**src/rtl/seq_detect_param.sv**
```systemverilog
// Runtime-programmable serial pattern detector with overlap control and a saturating match counter.
// Compares the last len accepted bits against a loaded pattern; flag, match_cnt and armed are registered.
module seq_detect_param #(
    parameter int MAX_LEN = 8,
    parameter int CNT_W   = 8,
    parameter int LEN_W   = $clog2(MAX_LEN + 1)
) (
    input  logic               clk,
    input  logic               rst_n,
    input  logic               din_vld,
    input  logic               din,
    input  logic               cfg_we,
    input  logic [MAX_LEN-1:0] cfg_pat,
    input  logic [LEN_W-1:0]   cfg_len,
    input  logic               cfg_ovl,
    input  logic               cnt_clr,
    output logic               flag,
    output logic [CNT_W-1:0]   match_cnt,
    output logic               armed
);

    typedef enum logic [0:0] {
        ST_FILL  = 1'b0,
        ST_ARMED = 1'b1
    } state_e;

    localparam logic [LEN_W-1:0]   LEN_MIN = LEN_W'(2);
    localparam logic [LEN_W-1:0]   LEN_MAX = LEN_W'(MAX_LEN);
    localparam logic [LEN_W-1:0]   LEN_RST = (MAX_LEN < 4) ? LEN_W'(MAX_LEN) : LEN_W'(4);
    localparam logic [LEN_W-1:0]   LEN_ONE = LEN_W'(1);
    localparam logic [LEN_W-1:0]   LEN_ZERO = LEN_W'(0);
    localparam logic [MAX_LEN-1:0] PAT_RST = MAX_LEN'(4'b0110);
    localparam logic [MAX_LEN-1:0] PAT_ZERO = MAX_LEN'(1'b0);
    localparam logic [CNT_W-1:0]   CNT_ZERO = CNT_W'(0);
    localparam logic [CNT_W-1:0]   CNT_ONE = CNT_W'(1);
    localparam logic [CNT_W-1:0]   CNT_MAX = {CNT_W{1'b1}};

    function automatic logic [LEN_W-1:0] clamp_len(input logic [LEN_W-1:0] l);
        if (l < LEN_MIN) begin
            clamp_len = LEN_MIN;
        end else if (l > LEN_MAX) begin
            clamp_len = LEN_MAX;
        end else begin
            clamp_len = l;
        end
    endfunction

    // Selects the low l bits, so pattern bits at or above len never take part in a compare.
    function automatic logic [MAX_LEN-1:0] len_mask(input logic [LEN_W-1:0] l);
        len_mask = PAT_ZERO;
        for (int i = 0; i < MAX_LEN; i++) begin
            len_mask[i] = (LEN_W'(i) < l);
        end
    endfunction

    logic [MAX_LEN-1:0] pat_q, pat_d;
    logic [LEN_W-1:0]   len_q, len_d;
    logic               ovl_q, ovl_d;
    logic [MAX_LEN-1:0] hist_q, hist_d;
    logic [LEN_W-1:0]   fill_q, fill_d;
    logic               flag_q, flag_d;
    logic [CNT_W-1:0]   cnt_q, cnt_d;
    logic               armed_q;
    state_e             state_q, state_d;

    logic [MAX_LEN-1:0] nh_s;
    logic [LEN_W-1:0]   nf_s;
    logic               hit_s;
    logic               accept_s;
    logic               match_s;

    // Datapath next-state: config load, history shift, match detection and counter.
    always_comb begin
        pat_d    = pat_q;
        len_d    = len_q;
        ovl_d    = ovl_q;
        hist_d   = hist_q;
        fill_d   = fill_q;
        flag_d   = 1'b0;
        cnt_d    = cnt_q;
        accept_s = din_vld & ~cfg_we;
        nh_s     = {hist_q[MAX_LEN-2:0], din};
        nf_s     = (fill_q >= len_q) ? len_q : (fill_q + LEN_ONE);
        hit_s    = (nf_s == len_q) && (((nh_s ^ pat_q) & len_mask(len_q)) == PAT_ZERO);
        match_s  = accept_s & hit_s;

        if (cfg_we) begin
            pat_d  = cfg_pat;
            len_d  = clamp_len(cfg_len);
            ovl_d  = cfg_ovl;
            hist_d = PAT_ZERO;
            fill_d = LEN_ZERO;
        end else if (din_vld) begin
            hist_d = nh_s;
            if (hit_s) begin
                flag_d = 1'b1;
                fill_d = ovl_q ? len_q : LEN_ZERO;
            end else begin
                fill_d = nf_s;
            end
        end else begin
            hist_d = hist_q;
            fill_d = fill_q;
        end

        // A clear coinciding with a match leaves that match counted.
        if (match_s) begin
            if (cnt_clr) begin
                cnt_d = CNT_ONE;
            end else if (cnt_q == CNT_MAX) begin
                cnt_d = cnt_q;
            end else begin
                cnt_d = cnt_q + CNT_ONE;
            end
        end else if (cnt_clr) begin
            cnt_d = CNT_ZERO;
        end else begin
            cnt_d = cnt_q;
        end
    end

    // Control FSM next-state: tracks whether the history holds len valid bits.
    always_comb begin
        state_d = state_q;
        case (state_q)
            ST_FILL: begin
                if (accept_s && (nf_s == len_q) && !(hit_s && !ovl_q)) begin
                    state_d = ST_ARMED;
                end else begin
                    state_d = ST_FILL;
                end
            end
            ST_ARMED: begin
                if (cfg_we || (match_s && !ovl_q)) begin
                    state_d = ST_FILL;
                end else begin
                    state_d = ST_ARMED;
                end
            end
            default: begin
                state_d = ST_FILL;
            end
        endcase
    end

    // State and output registers with synchronous active-low reset.
    always_ff @(posedge clk) begin
        if (!rst_n) begin
            pat_q   <= PAT_RST;
            len_q   <= LEN_RST;
            ovl_q   <= 1'b1;
            hist_q  <= PAT_ZERO;
            fill_q  <= LEN_ZERO;
            flag_q  <= 1'b0;
            cnt_q   <= CNT_ZERO;
            state_q <= ST_FILL;
            armed_q <= 1'b0;
        end else begin
            pat_q   <= pat_d;
            len_q   <= len_d;
            ovl_q   <= ovl_d;
            hist_q  <= hist_d;
            fill_q  <= fill_d;
            flag_q  <= flag_d;
            cnt_q   <= cnt_d;
            state_q <= state_d;
            armed_q <= (state_d == ST_ARMED);
        end
    end

    assign flag      = flag_q;
    assign match_cnt = cnt_q;
    assign armed     = armed_q;

endmodule
```
**config.mk**
```make
export PLATFORM = sky130hd
export DESIGN_NAME = seq_detect_param
export DESIGN_NICKNAME = d
export VERILOG_FILES = /design/src/rtl/seq_detect_param.sv
export SDC_FILE = /design/constraint.sdc
export NUM_CORES = 1
export LEC_CHECK = 0
export BUFFER_PORTS_ARGS = -buffer_cell sky130_fd_sc_hd__buf_4
export CAP_MARGIN = 20
export CORE_MARGIN = 4
export CORE_UTILIZATION = 40
export CTS_CLUSTER_SIZE = 12
export DETAILED_ROUTE_END_ITERATION = 10
export GPL_TIMING_DRIVEN = 0
export SETUP_SLACK_MARGIN = 0.5
export SKIP_CTS_REPAIR_TIMING = 1
export SLEW_MARGIN = 20
export SYNTH_ARGS = -nofsm -noshare
export SYNTH_HDL_FRONTEND = slang
export SYNTH_SLANG_ARGS = --single-unit
```
**constraint.sdc**
```tcl
create_clock -name clk -period 2.1 [get_ports clk]
set_input_delay 0.42 -clock clk [delete_from_list [all_inputs] [get_ports clk]]
set_output_delay 0.42 -clock clk [all_outputs]
set_load 0.005 [all_outputs]
```
; Yosys cells after proc, flatten, opt, wreduce, memory -nomap -nowiden
; Cells that the tools add are included.
[classes]
add_sub_neg = 2
magnitude_cmp = 11
n_eq_ne = 3
muxes = 13
bitwise = 8
n_reduce_logical = 13
[ops]
columns = operator, n
row1 = 8-bit 2-to-1 mux, 4
row2 = 4-bit 2-to-1 mux, 5
row3 = 3-bit by 4-bit < comparator with 1-bit output (first input constant), 4
row4 = 8-bit by 1-bit adder with 8-bit output (second input constant), 1
row5 = 8-bit bitwise AND, 1
row6 = 8-bit == test (second input constant), 1
row7 = 8-bit logical NOT, 1
row8 = 1-bit by 4-bit < comparator with 1-bit output (first input constant), 2
row9 = 2-bit by 4-bit < comparator with 1-bit output (first input constant), 2
row10 = 8-bit XOR, 1
row11 = 1-bit logical AND, 5
row12 = 4-bit by 1-bit adder with 4-bit output (second input constant), 1
row13 = 4-bit == test, 1
row14 = 4-bit greater-or-equal comparator, 1
row15 = 4-bit greater-than comparator (second input constant), 1
row16 = 4-bit by 2-bit < comparator with 1-bit output (second input constant), 1
row17 = 1-bit inverter, 4
row18 = 1-bit 2-to-1 mux, 3
row19 = 3-bit OR reduction, 1
row20 = 1-bit bitwise AND, 2
row21 = 1-bit logical NOT, 2
row22 = 2-bit != test (second input constant), 1
row23 = 1-bit one-hot mux with 2 select lines, 1
row24 = 2-bit AND reduction, 1
row25 = 3 further kinds, 3
[word_totals]
ff_bits = 34
in_bits = 19
output_inout_bits = 10
word_cells = 58

; Logic depth before layout (Yosys ltp)
; Gate-level depths: netlist (run 1).
[depth]
depth_word = 9
mapped_depth = 9
ltp_nobuf = 8

; Worst setup path after synthesis (run 1)
; No wires, ideal clock.
[synth_timing]
path_type = flip-flop to flip-flop
from = register fill_q[0]
to = register cnt_q[3] (netlist: match_cnt[3])
t_arrival_ns = 2.074
required_time_ns = 2.030
slack_ns = -0.044
path_stages_with_launch = 10
n_path_buf = 1
path_cell_list = dfxtp_1 > inv_1 > ha_1 > nand2b_1 > a21oi_1 > o21ai_1 > o21ai_1 > buf_6 > or4_1 > a21oi_1
[synth_between]
elab_chain_cells = 7
elab_cells_between_ends = 9
classes_between = add/sub: 1 / order compare: 1 / eq/ne: 1 / mux: 2 / bitwise: 1 / reduce/logical: 3
[synth_lines]
columns = item, line_no
row1 = from (decl), 60  ; logic [LEN_W-1:0] fill_q, fill_d;
row2 = from (signal assigned), 163  ; fill_q <= fill_d;
row3 = 4-bit by 1-bit adder with 4-bit output or 4-bit greater-or-equal comparator (tied branches), 83  ; nf_s = (fill_q >= len_q) ? len_q : (fill_q + LEN_ONE);
row4 = 4-bit 2-to-1 mux *, 83
row5 = 4-bit == test *, 84  ; hit_s = (nf_s == len_q) && (((nh_s ^ pat_q) & len_mask(len_q)) == PAT_ZERO);
row6 = 1-bit logical AND *, 84
row7 = 1-bit bitwise AND *, 85  ; match_s = accept_s & hit_s;
row8 = 2-bit nonzero test (no source line), --
row9 = 2-bit AND reduction (no source line), --
row10 = to (signal assigned), 165  ; cnt_q <= cnt_d;
row11 = to (decl), 62  ; logic [CNT_W-1:0] cnt_q, cnt_d;
; Mark *: on every way between the ends. The rest lies on a longest branch, timed or not.
; A chain may end at the register's enable or synchronous reset.

; Worst setup path in the final report (run 1)
[layout_timing]
from = register hist_q[4]
to = register cnt_q[5] (netlist: match_cnt[5])
[layout_between]
elab_chain_cells = 7
elab_cells_between_ends = 8
classes_between = mux: 1 / bitwise: 3 / reduce/logical: 4
[layout_lines]
columns = item, line_no
row1 = from (decl), 59  ; logic [MAX_LEN-1:0] hist_q, hist_d;
row2 = from (signal assigned), 162  ; hist_q <= hist_d;
row3 = 8-bit XOR *, 84
row4 = 8-bit bitwise AND *, 84
row5 = 8-bit logical NOT *, 84
row6 = 1-bit logical AND *, 84
row7 = 1-bit bitwise AND *, 85
row8 = 2-bit nonzero test (no source line), --
row9 = 2-bit AND reduction (no source line), --
; Marked as above.

==> results of run 1 <==
[cell families (layout without fill, tap and decap cells)]
| logic type | after synthesis | after routing |
|---|---|---|
| multiplexers | 22 | 22 |
| AO/OA/AOI/OAI | 38 | 38 |
| adder cells (fa/ha/maj) | 6 | 6 |
| buffers and inverters | 18 | 64 |
| AND/OR/NAND/NOR | 68 | 68 |
| flip-flops | 34 | 34 |
| XOR/XNOR | 15 | 15 |
[state kept, by name (all words and copies together), names as in the netlist]
signal	flops
pat_q	8
len_q	4
fill_q	4
match_cnt	8
hist_q	7
ovl_q	1
state_q	1
flag	1
[worst max-delay path, stage by stage (launching register included)]
cell and delay [ps]:
dfxtp_2 330, xor2_1 170, nor4_1 350, o22a_2 240
nand3_2 100, buf_6 140, or4_1 500, a21oi_1 140
[Yosys cell counts (2+ instances only)]
library cell	n
dfxtp_1	34
nor2_1	23
mux2i_1	22
nand2_1	14
xor2_1	11
a21oi_1	10
inv_1	8
ha_1	6
nand3_1	6
buf_6	5
clkbuf_1	5
o31ai_1	5
or4_1	5
and3_1	3
nand2b_1	3
xnor2_1	3
a2111oi_0	2
and2_1	2
nor3_1	2
nor4_1	2
o211a_1	2
o211ai_1	2
o21ai_0	2
o21ai_1	2
[power breakdown]
part / internal (mW) / switching (mW) / leakage (nW) / total [mW]
sequential: 0.664 / 0.0208 / 0.281 / 0.685
clock: 0.264 / 0.252 / 0.0472 / 0.515
combinational: 0.145 / 0.145 / 0.746 / 0.291
total: 1.07 / 0.418 / 1.07 / 1.49
[metal layers]
layer | up-vias | share of wire [%] | GRT usage [%] | wire length (µm)
met1 | 787 | 45 | 18.7 | 2090
met5 | - | 0 | 0 | 0
met3 | 8 | 3.7 | 4.03 | 173
met2 | 28 | 50 | 25.4 | 2330
li1 | 813 | - | - | -
met4 | 0 | 1.3 | 6.41 | 61
[final timing paths]
kind | startpoint | to | slack [ps] | depth (start not counted)
setup / recovery | hist_q[4] | match_cnt[5] | 50 | 7
hold / removal | cfg_pat[1] | pat_q[1] | 340 | 3
setup reg to reg | hist_q[4] | match_cnt[5] | 50 | 7
hold reg to reg | pat_q[1] | pat_q[1] | 500 | 2
[stage by stage]
stage	hold WS (ps)	area, µm²	util [%]	setup slack [ps]
floorplan	461	1980	-	217
detailed placement	484	2240	50.9	-38.6
global route	338	2500	56.6	-34.3
CTS	336	2340	53.0	9.41
global placement	478	2240	50.9	-43.5
finish	344	2500	56.6	54.3
[layout make-up]
type / count / area, µm² / share of cell area, %
buffer: 10 / 76.3 / 3.05
tap: 52 / 65.1 / 2.60
clock inverter: 2 / 12.5 / 0.501
clock buffer: 6 / 82.6 / 3.30
multi-input combinational: 149 / 1250 / 50.1
inverter: 8 / 32.5 / 1.30
sequential: 34 / 694 / 27.8
timing repair buffer: 38 / 283 / 11.3
==> impl_metrics.csv, run 1 <==
group,metric,value,unit
status,outcome,"completed",
timing,setup_viol,0,
worst_setup_path,arrival,2270,ps
timing,clock.fmax,0.489,GHz
power,power.total,1.49,mW
synth,synth-edff-count,0,
floorplanning,die-area,0.00576,mm²
finish,final_common_cell,"buf_4",
synth,synth.distinct_cells,46,
global_route,grt_overflow,0,
routing,drc,0,
clock_tree,htreeDepth,2,
finish,finalNonFillerCells,299,
clock_tree,cts_tree,"built",
routing,num_vias,1636,
placement,post-place-cells,280,
synth,ys_seq_area_share,36.9,%
global_route,grt_pass1_wl,7280,µm
synth,synth_compound_area_share,15.1,%
placement,numPortBuffers,27,
timing,fin_crit_sh,97.4,%
clock_tree,clk_pin_slew_worst_paths,70,ps
routing,first_pass_iters,4,
power,p_leak,1.07,nW
finish,drive_gt1_share,38.1,%
timing,fin_setup_tns,0,ps
clock_tree,root_buffer,"clkbuf_8",
finish,num-fill-cells,412,
routing,vias_per_cell,5.47,
timing,rsz0062_at_grt,"true",
power,power.density,597,mW/mm²
placement,gp_congestion,0.859,
routing,wl_per_cell,15.6,µm
floorplanning,num_io_pins,29,
global_route,grt_antenna_before_repair,0,
power,peakVddDrop,0.000430,V
routing,postRouteAntennaNets,0,
finish,mostFrequentLayoutCells,"buf_4, dfxtp_1, nor2_1, mux2i_1, nand2_1",
synth,synth_top_area_share,36.9,%
synth,ys_seq_elements,34,
floorplanning,fp.dieW,75.9,µm
flow_run,cap_violations,0,
synth,synth_area,0.00184,mm²
clock_tree,cts.sinks,34,
timing,final_hold_viol_count,0,
synth,syn-num-nets,226,
placement,dp_hpwl,3400,µm
global_route,grt_max_degree,12,
synth,synth_top_family_by_area,"simple AND/OR/NAND/NOR gates",
synth,yosys_warnings,0,
synth,yosys-mux-area-fraction,11.9,%
finish,synthToLayoutAreaGrowth,35.5,%
clock_tree,clock_path_buffers,2,
timing,skew,5.85,ps
synth,postSynthAreaPerCell,9.18,µm²
clock_tree,worstSkewPairLatency,290,ps
routing,drtIter0Drc,43,
synth,netlist_instances,201,
worst_setup_path,critical_path_class,"register to register",
synth,synth_xor_area_share,7.87,%
clock_tree,cts_buffers,5,
floorplanning,fp-row-count,24,
synth,synthArstFlopShare,0,%
global_route,grt_pass1_vias,1559,
floorplanning,start_util,41.8,%
global_route,grt_usage,15.4,%
finish,final_nets,271,
timing,relSlewSlack,56.8,%
floorplanning,dieHeight,75.9,µm
timing,fin_crit,2050,ps
timing,worst_slew_pin_slew,648,ps
worst_setup_path,start_kind,"register",
worst_setup_path,critPathCaptureType,"register",
routing,finalWirelength,4650,µm
synth,yosysTopAreaCell,"dfxtp_1",
timing,slew_violations,0,
finish,diodes,0,
synth,synth-main-ff-cell,"dfxtp_1",
synth,synth_area_leaders,"dfxtp_1, mux2i_1, xor2_1, nor2_1, ha_1",
worst_setup_path,required,2320,ps
synth,yosys.area_share.adder,4.07,%
floorplanning,core-area,0.00441,mm²
worst_setup_path,path_max_fanout,5,
hold_path,worstHoldPathType,"input pin to register",
synth,yosys.area_share.simple,18.4,%
No activity file was read; power rests on OpenSTA's default activity.
==> inputs of run 2 (changes only) <==
--- a/config.mk
+++ b/config.mk
@@ -11,6 +11,7 @@
 export CORE_UTILIZATION = 40
 export CTS_CLUSTER_SIZE = 12
 export DETAILED_ROUTE_END_ITERATION = 10
+export GPL_ROUTABILITY_DRIVEN = 1
 export GPL_TIMING_DRIVEN = 0
 export SETUP_SLACK_MARGIN = 0.5
 export SKIP_CTS_REPAIR_TIMING = 1
==> constraint.sdc (replaced) <==
create_clock -name clk -period 2.4 [get_ports clk]
set_input_delay 0.48 -clock clk [delete_from_list [all_inputs] [get_ports clk]]
set_output_delay 0.48 -clock clk [all_outputs]
set_load 0.005 [all_outputs]
==> impl_metrics.csv, run 2 (synthesized netlist as in run 1, its figures left out) <==
group,metric,value,unit
routing,postRouteAntennaNets,0,
finish,finalNonFillerCells,308,
floorplanning,core-area,0.00441,mm²
timing,fin_crit,2070,ps
worst_setup_path,start_kind,"register",
floorplanning,start_util,41.8,%
floorplanning,dieHeight,75.9,µm
clock_tree,worstSkewPairLatency,290,ps
global_route,grt_usage,14.7,%
finish,mostFrequentLayoutCells,"buf_4, dfxtp_1, nor2_1, mux2i_1, nand2_1",
floorplanning,fp-row-count,24,
worst_setup_path,worstRegToRegCells,9,
timing,fin_setup_tns,0,ps
worst_setup_path,reg2reg_setup_slack,330,ps
power,power.density,578,mW/mm²
global_route,met1_usage,19.3,%
flow_run,cap_violations,0,
global_route,gr-usage-met3,3.91,%
placement,post-place-cells,280,
timing,worst_slew_pin_slew,686,ps
worst_setup_path,r2r_start,"fill_q[0]",
status,outcome,"completed",
finish,diodes,0,
clock_tree,cts_buffers,5,
finish,drive_gt1_share,40.2,%
clock_tree,root_buffer,"clkbuf_8",
timing,skew,8.17,ps
global_route,grt_pass1_wl,7070,µm
worst_setup_path,arrival,2300,ps
clock_tree,clock_path_buffers,2,
routing,finalWirelength,4650,µm
power,p_leak,1.13,nW
routing,num_vias,1687,
placement,dp_hpwl,3100,µm
placement,numPortBuffers,27,
finish,final_nets,280,
timing,clock.fmax,0.483,GHz
timing,slew_violations,0,
placement,gp_congestion,0.845,
worst_setup_path,rr_endpoint,"match_cnt[6]",
global_route,grt_overflow,0,
global_route,grt_max_degree,13,
floorplanning,die-area,0.00576,mm²
routing,drtIter0Drc,55,
timing,relSlewSlack,54.3,%
timing,fin_crit_sh,86.3,%
routing,drc,0,
worst_setup_path,critPathCapture,"match_cnt[6]",
worst_setup_path,critPathCaptureType,"register",
floorplanning,num_io_pins,29,
routing,wl_per_cell,15.1,µm
global_route,grt_busiest_layer,"met2",
finish,final_common_cell,"buf_4",
clock_tree,clk_pin_slew_worst_paths,80,ps
timing,rsz0062_at_grt,"true",
clock_tree,cts.sinks,34,
timing,setup_viol,0,
finish,synthToLayoutAreaGrowth,41.5,%
timing,final_hold_viol_count,0,
clock_tree,htreeDepth,2,
global_route,grt_antenna_before_repair,0,
routing,vias_per_cell,5.48,
global_route,grt_pass1_vias,1494,
global_route,grt_use_met2,23.3,%
worst_setup_path,critical_path_class,"register to register",
routing,first_pass_iters,4,
power,peakVddDrop,0.000428,V
hold_path,worstHoldPathType,"input pin to register",
worst_setup_path,required,2630,ps
clock_tree,cts_tree,"built",
floorplanning,fp.dieW,75.9,µm
worst_setup_path,path_max_fanout,7,
worst_setup_path,startpoint,"fill_q[0]",
## run 2: changes by cell type in the layout (fill, tap and decap cells not counted), moves of 2 or more
cell       delta
buf_4         +8
o31ai_1       -3
o31ai_2       +3
xor2_2        -3
bufinv_16     +2
xor2_1        +2
## run 2: power by group
| part | internal (mW) | switching, mW | leakage, nW |
|---|---|---|---|
| registers | 0.581 | 0.0174 | 0.280 |
| logic | 0.138 | 0.131 | 0.779 |
| clock network | 0.416 | 0.225 | 0.0683 |
## run 2: stage by stage
step	power (mW)	hold WS [ps]	setup slack, ps	area, µm²	utilization [%]
floorplan	0.746	461	473	1880	-
global placement	0.805	484	164	2150	48.7
detailed placement	0.807	486	204	2150	48.7
CTS	1.45	392	275	2290	51.8
global route	1.58	405	247	2610	59.1
finish	1.51	402	328	2610	59.1
## run 2: worst min-delay path by stage
stage	startpoint	endpoint	slack [ps]	depth (start not counted)
final	cfg_pat[1]	pat_q[1]	400	3
after global routing	cfg_ovl	ovl_q	400	3
after CTS	cfg_pat[1]	pat_q[1]	390	3
after global placement	match_cnt[6]	match_cnt[6]	480	2
after detailed placement	match_cnt[6]	match_cnt[6]	490	2
after floorplan	pat_q[1]	pat_q[1]	460	2
## run 2: area by class of cell
type / count / area, µm²
Buffer: 10 / 75.1
Clock buffer: 5 / 68.8
Clock inverter: 3 / 68.8
Fill cell: 408 / 1810
Inverter: 8 / 32.5
Multi-Input combinational cell: 149 / 1250
Sequential cell: 34 / 697
Tap cell: 52 / 65.1
Timing Repair Buffer: 47 / 348
## run 2: worst max-delay path: stages, from the launching register on
cell,delay [ps]
dfxtp_4,390
inv_4,40
ha_4,250
nand2b_4,120
a21oi_4,60
o21ai_4,230
o21ai_2,110
buf_6,130
or4_1,500
a21oi_1,170
## run 2: metal layers
layer	up-vias	wire, µm
li1	836	-
met2	40	2360
met4	0	46
met1	807	2060
met5	-	0
met3	4	190
